## src/rtl/mem_loader.sv

```systemverilog
// Byte-stream program loader: unpacks a little-endian word count, N data words
// and an XOR checksum, writes the words to RAM and releases the core on success.
module mem_loader #(
  parameter int unsigned ADDR_W    = 14,
  parameter logic [31:0] BASE_ADDR = 32'h0000_0000
) (
  input  logic        clk,
  input  logic        reset,
  input  logic        in_valid,
  input  logic [7:0]  in_data,
  output logic        in_ready,
  output logic        ram_w_enable,
  output logic [31:0] ram_w_addr,
  output logic [31:0] ram_w_data,
  output logic        core_hold,
  output logic        done,
  output logic        err
);

  typedef enum logic [2:0] {HDR, DATA, WRITE, CHK, DONE, ERR} state_e;

  localparam logic [32:0] MAX_WORDS = 33'(1) << ADDR_W;

  state_e           state_q, state_d;
  logic [1:0]       bidx_q, bidx_d;
  logic [31:0]      cnt_q, cnt_d;
  logic [ADDR_W:0]  widx_q, widx_d;
  logic [7:0]       cksum_q, cksum_d;
  logic [31:0]      asm_q, asm_d;
  logic             wen_q, wen_d;
  logic [31:0]      waddr_q, waddr_d;
  logic [31:0]      wdata_q, wdata_d;
  logic             accept;

  assign in_ready     = (state_q == HDR) || (state_q == DATA) || (state_q == CHK);
  assign accept       = in_valid && in_ready;
  assign ram_w_enable = wen_q;
  assign ram_w_addr   = waddr_q;
  assign ram_w_data   = wdata_q;
  assign done         = (state_q == DONE);
  assign err          = (state_q == ERR);
  assign core_hold    = (state_q != DONE);

  always_comb begin
    state_d = state_q;
    bidx_d  = bidx_q;
    cnt_d   = cnt_q;
    widx_d  = widx_q;
    cksum_d = cksum_q;
    asm_d   = asm_q;
    wen_d   = 1'b0;
    waddr_d = waddr_q;
    wdata_d = wdata_q;
    case (state_q)
      HDR: begin
        if (accept) begin
          cnt_d   = {in_data, cnt_q[31:8]};
          cksum_d = cksum_q ^ in_data;
          bidx_d  = bidx_q + 2'd1;
          if (bidx_q == 2'd3) begin
            if ({1'b0, cnt_d} > MAX_WORDS) state_d = ERR;
            else if (cnt_d == '0)         state_d = CHK;
            else                          state_d = DATA;
          end
        end
      end
      DATA: begin
        if (accept) begin
          asm_d   = {in_data, asm_q[31:8]};
          cksum_d = cksum_q ^ in_data;
          bidx_d  = bidx_q + 2'd1;
          // Write address/data are registered here so they are valid during WRITE.
          if (bidx_q == 2'd3) begin
            state_d = WRITE;
            wen_d   = 1'b1;
            waddr_d = BASE_ADDR + (32'(widx_q) << 2);
            wdata_d = asm_d;
          end
        end
      end
      WRITE: begin
        widx_d  = widx_q + (ADDR_W + 1)'(1);
        state_d = ((32'(widx_q) + 32'd1) < cnt_q) ? DATA : CHK;
      end
      CHK: begin
        if (accept) state_d = (in_data == cksum_q) ? DONE : ERR;
      end
      default: ;
    endcase
  end

  always_ff @(posedge clk or negedge reset) begin
    if (!reset) begin
      state_q <= HDR;
      bidx_q  <= '0;
      cnt_q   <= '0;
      widx_q  <= '0;
      cksum_q <= '0;
      asm_q   <= '0;
      wen_q   <= 1'b0;
      waddr_q <= '0;
      wdata_q <= '0;
    end else begin
      state_q <= state_d;
      bidx_q  <= bidx_d;
      cnt_q   <= cnt_d;
      widx_q  <= widx_d;
      cksum_q <= cksum_d;
      asm_q   <= asm_d;
      wen_q   <= wen_d;
      waddr_q <= waddr_d;
      wdata_q <= wdata_d;
    end
  end

endmodule

```

## config.mk

```make
export PLATFORM = sky130hd
export DESIGN_NAME = mem_loader
export DESIGN_NICKNAME = d
export VERILOG_FILES = /design/src/rtl/mem_loader.sv
export SDC_FILE = /design/constraint.sdc
export NUM_CORES = 1
export LEC_CHECK = 0
export CAP_MARGIN = 10
export CORE_AREA = 2 2 123 149
export DETAILED_ROUTE_END_ITERATION = 12
export DIE_AREA = 0 0 125 151
export GPL_TIMING_DRIVEN = 0
export PLACE_DENSITY = 0.59
export SYNTH_ARGS = -nofsm -noshare
export SYNTH_HDL_FRONTEND = slang
export SYNTH_SLANG_ARGS = --single-unit
```

## constraint.sdc

```tcl
create_clock -name clk -period 6.6 [get_ports clk]
set_input_delay 1.98 -clock clk [delete_from_list [all_inputs] [get_ports clk]]
set_output_delay 1.98 -clock clk [all_outputs]
set_load 0.02 [all_outputs]
```

==> run summary <==
The critical path in this run is classified as reg2out. Across the VDD grid, the largest voltage drop is 0.0002173 V. The routed design uses 592 um of met3 wire. The die covers 18880 um2.

Along the worst path, the maximum fanout reaches 8. The mapped netlist covers 6000 um2. Utilization after layout: 0.4333. The number of different library cells used by synthesis comes to 40.

The wire-length estimate of the detail-placed layout is 8657 um. Counting the buffers created by CTS gives 17. Clock-pin slew was measured on the worst setup and hold paths at 0.06 ns.

The initial core utilization came out at 0.3453. For the count of standard-cell rows, the log shows 53. OpenSTA, run right after detailed placement, puts the worst setup slack at 2.605 ns. For the final global-route overflow total, the log shows 0. The tools report the total setup violations reported at the end of the flow as 0. The tools report the CTS root buffer as sky130_fd_sc_hd__clkbuf_16.

Across the run, the number of max-cap violations was 0. Buffers placed on the I/O ports in this run total 62. Measured along the y axis, the die boundary spans 151 um. The highest layer touched by signal routing is met4.

By count the netlist is led by sky130_fd_sc_hd__dfrtp_1 (132), sky130_fd_sc_hd__mux2_2 (70), sky130_fd_sc_hd__nand2_1 (42), sky130_fd_sc_hd__xor2_1 (23), sky130_fd_sc_hd__xnor2_1 (21). The tools report the reported leakage power as 3.737 nW. The total power consumption of the routed design was 0.001963 W; the overall via count from detail_route was 3800. After synthesis, the mean cell area works out to 12.60 um2. The proportion of register bits with asynchronous set or reset after synthesis is 1.000, and the core area is 17370 um2. The finished cells cover 7528 um2. The leading cell type by number of instances after synthesis was sky130_fd_sc_hd__dfrtp_1.

The count of flip-flops with a built-in enable after synthesis is 0. The tools report the final wirelength as 12480 um. For the number of max-slew violations in the final report, the log shows 0. After clock tree synthesis, the repair step resized 0 gates. The largest net degree at the start of global routing was 95. 0 antenna diodes ended up in the layout. The detailed router finished its first iteration with 167 violations. The number of synthesized register bits came out at 132. By area the synthesized netlist is led by sky130_fd_sc_hd__dfrtp_1 (55%), sky130_fd_sc_hd__mux2_2 (13%), sky130_fd_sc_hd__mux2_4 (4.8%), sky130_fd_sc_hd__ha_1 (3.5%), sky130_fd_sc_hd__xor2_1 (3.4%). Of all cell types, the one taking the most synthesized area is sky130_fd_sc_hd__dfrtp_1.

The hold violation total from the final report was 0; the post-synthesis sequential area ratio was 0.5506. In the routed design, unresolved DRC markers number 0. Area fraction of the dominant cell type after synthesis: 0.5506. The number of global-route vias before repair is 4103. The area growth from synthesis to layout came out at 25.48%.

The type of element capturing the critical path is a primary output. The final clock period utilization by the worst path works out to 0.6194. Once detail routing completed, the nets flagged for antenna violations numbered 0. The most used flip-flop cell after synthesis is sky130_fd_sc_hd__dfrtp_1. After detailed placement, the total cell area comes to 6984 um2. Worst slew margin relative to its limit: 0.4902. In the final design database the tool counted 602 nets.

The detailed-router iteration count before antenna repair is 4, and the routed wire length per instance is 15.46 um. The kind of start point of the critical path was a flip-flop. The congestion estimate from routability-driven global placement came to 0.8158. The tools report the hold buffer count at CTS as 0. Synthesis produced a netlist whose cell count is 476.

The global-route usage over all layers is 0.1421, and the wire length of the first global-routing pass is 21090 um. After layout, the worst setup slack is 2.512 ns. In the final routing, the length of wire on met1 measures 5517 um.

The die is 125 um wide. The shortest period the worst path allows came out at 4.088 ns. At the pin with the least slew margin, the transition time is 0.7614 ns.

In this run the number of H-tree levels came out at 4. Setup repair after global routing left no endpoint under its margin. TritonCTS built the clock tree. Power spread over the standard cell area amounts to 260.8 nW/um2.

Required time of the critical path: 4.62 ns. The run finished with clean final reports. The run gives 2.11 ns as the arrival time reported for the critical path endpoint.

Clock sink total: 132. Fraction of final layout cells with drive strength greater than 1: 0.2641. The tightest min-delay check is of the reg2reg type. The routed wire length on met2 was 6157 um.

The tools report the initial antenna violation count as 0. The clock tree skew after final layout was 0.006720 ns; the vias per cell was 4.709. The maximum frequency from static timing analysis was 0.2446 GHz.

The number of buffers on the longest clock path came out at 2. The logs give 0.42 ns for the later-pin clock latency in the skew report and 0 for the post-CTS repair timing setup buffer count. Number of ports placed on the die boundary: 80. During synthesis, Yosys emitted a total of 0 warnings.
-- layout make-up --
class / instances / area, um2
clock inverters: 14 / 105.1
multi-input cells: 305 / 2452
plain buffers: 37 / 236.5
fillers: 1672 / 9846
repair buffers: 63 / 649.4
flip-flops and latches: 132 / 3303
well taps: 220 / 275.3
inverters: 18 / 67.56
clock buffers: 18 / 439.2
-- logic make-up after synthesis --
group           count (synthesis)  synth area share
compound gates                 39           0.03796
flops                         132            0.5506
fa+ha+maj                      17           0.03545
other cells                     1         0.0006251
mux                            89            0.1789
simple gates                   99           0.08155
buf+inv                        55           0.05068
xor+xnor                       44           0.06423
-- state kept, by name, summed over array words and instances, names as in the netlist --
register      cells
ram_w_data       32
ram_w_addr       15
widx_q           15
asm_q            24
cnt_q            32
ram_w_enable      1
bidx_q            2
state_q           3
cksum_q           8
-- cells in the final DEF, fill, tap and decap left out, drive strengths merged, types with 10 or more instances in the layout --
cell type	count
buf	31
clkbuf	26
clkdlybuf4s50	61
conb	17
dfrtp	132
ha	17
inv	21
mux2	89
nand2	43
nor2	10
nor4	12
o21ai	18
xnor2	21
xor2	23
-- path summary, 6_finish.rpt --
kind	to	cells after the start	slack, ns	startpoint
worst max-delay path	err	4	2.51	state_q[0]$_DFFE_PN0P_
worst min-delay path	bidx_q[0]$_DFFE_PN0P_	1	0.48	bidx_q[0]$_DFFE_PN0P_
worst max register to register	state_q[1]$_DFFE_PN0P_	11	3.47	widx_q[0]$_DFFE_PN0P_
worst min register to register	bidx_q[0]$_DFFE_PN0P_	1	0.48	bidx_q[0]$_DFFE_PN0P_
max in group asynchronous	ram_w_data[21]$_DFFE_PN0P_	2	4.31	reset
min in group asynchronous	widx_q[1]$_DFFE_PN0P_	1	1.47	reset
-- where the power goes --
part / internal [W] / switching (W)
Clock: 0.000491 / 0.000363
Sequential: 0.000873 / 0.0000483
Combinational: 0.0000937 / 0.0000932
-- metrics by stage --
stage,TNS [ns],instances,hold WS (ns)
floorplan,0,492,0.4480
finish,0,807,0.4758
global placement,-199.46,774,0.4635
global route,0,807,0.4993
detailed placement,0,775,0.4718
CTS,0,807,0.4821
-- layer usage --
layer	track usage	vias to the layer above
li1	-	1801
met1	0.1730	1889
met2	0.2399	93
met3	0.04203	17
met4	0.05333	0
met5	0	-
-- critical path: stages (launching register included) --
cell and delay [ns]:
sky130_fd_sc_hd__dfrtp_1 0.32, sky130_fd_sc_hd__clkbuf_1 0.27, sky130_fd_sc_hd__inv_1 0.18, sky130_fd_sc_hd__nor3b_1 0.25, sky130_fd_sc_hd__clkdlybuf4s50_1 0.68
No activity file was read; power rests on OpenSTA's default activity.
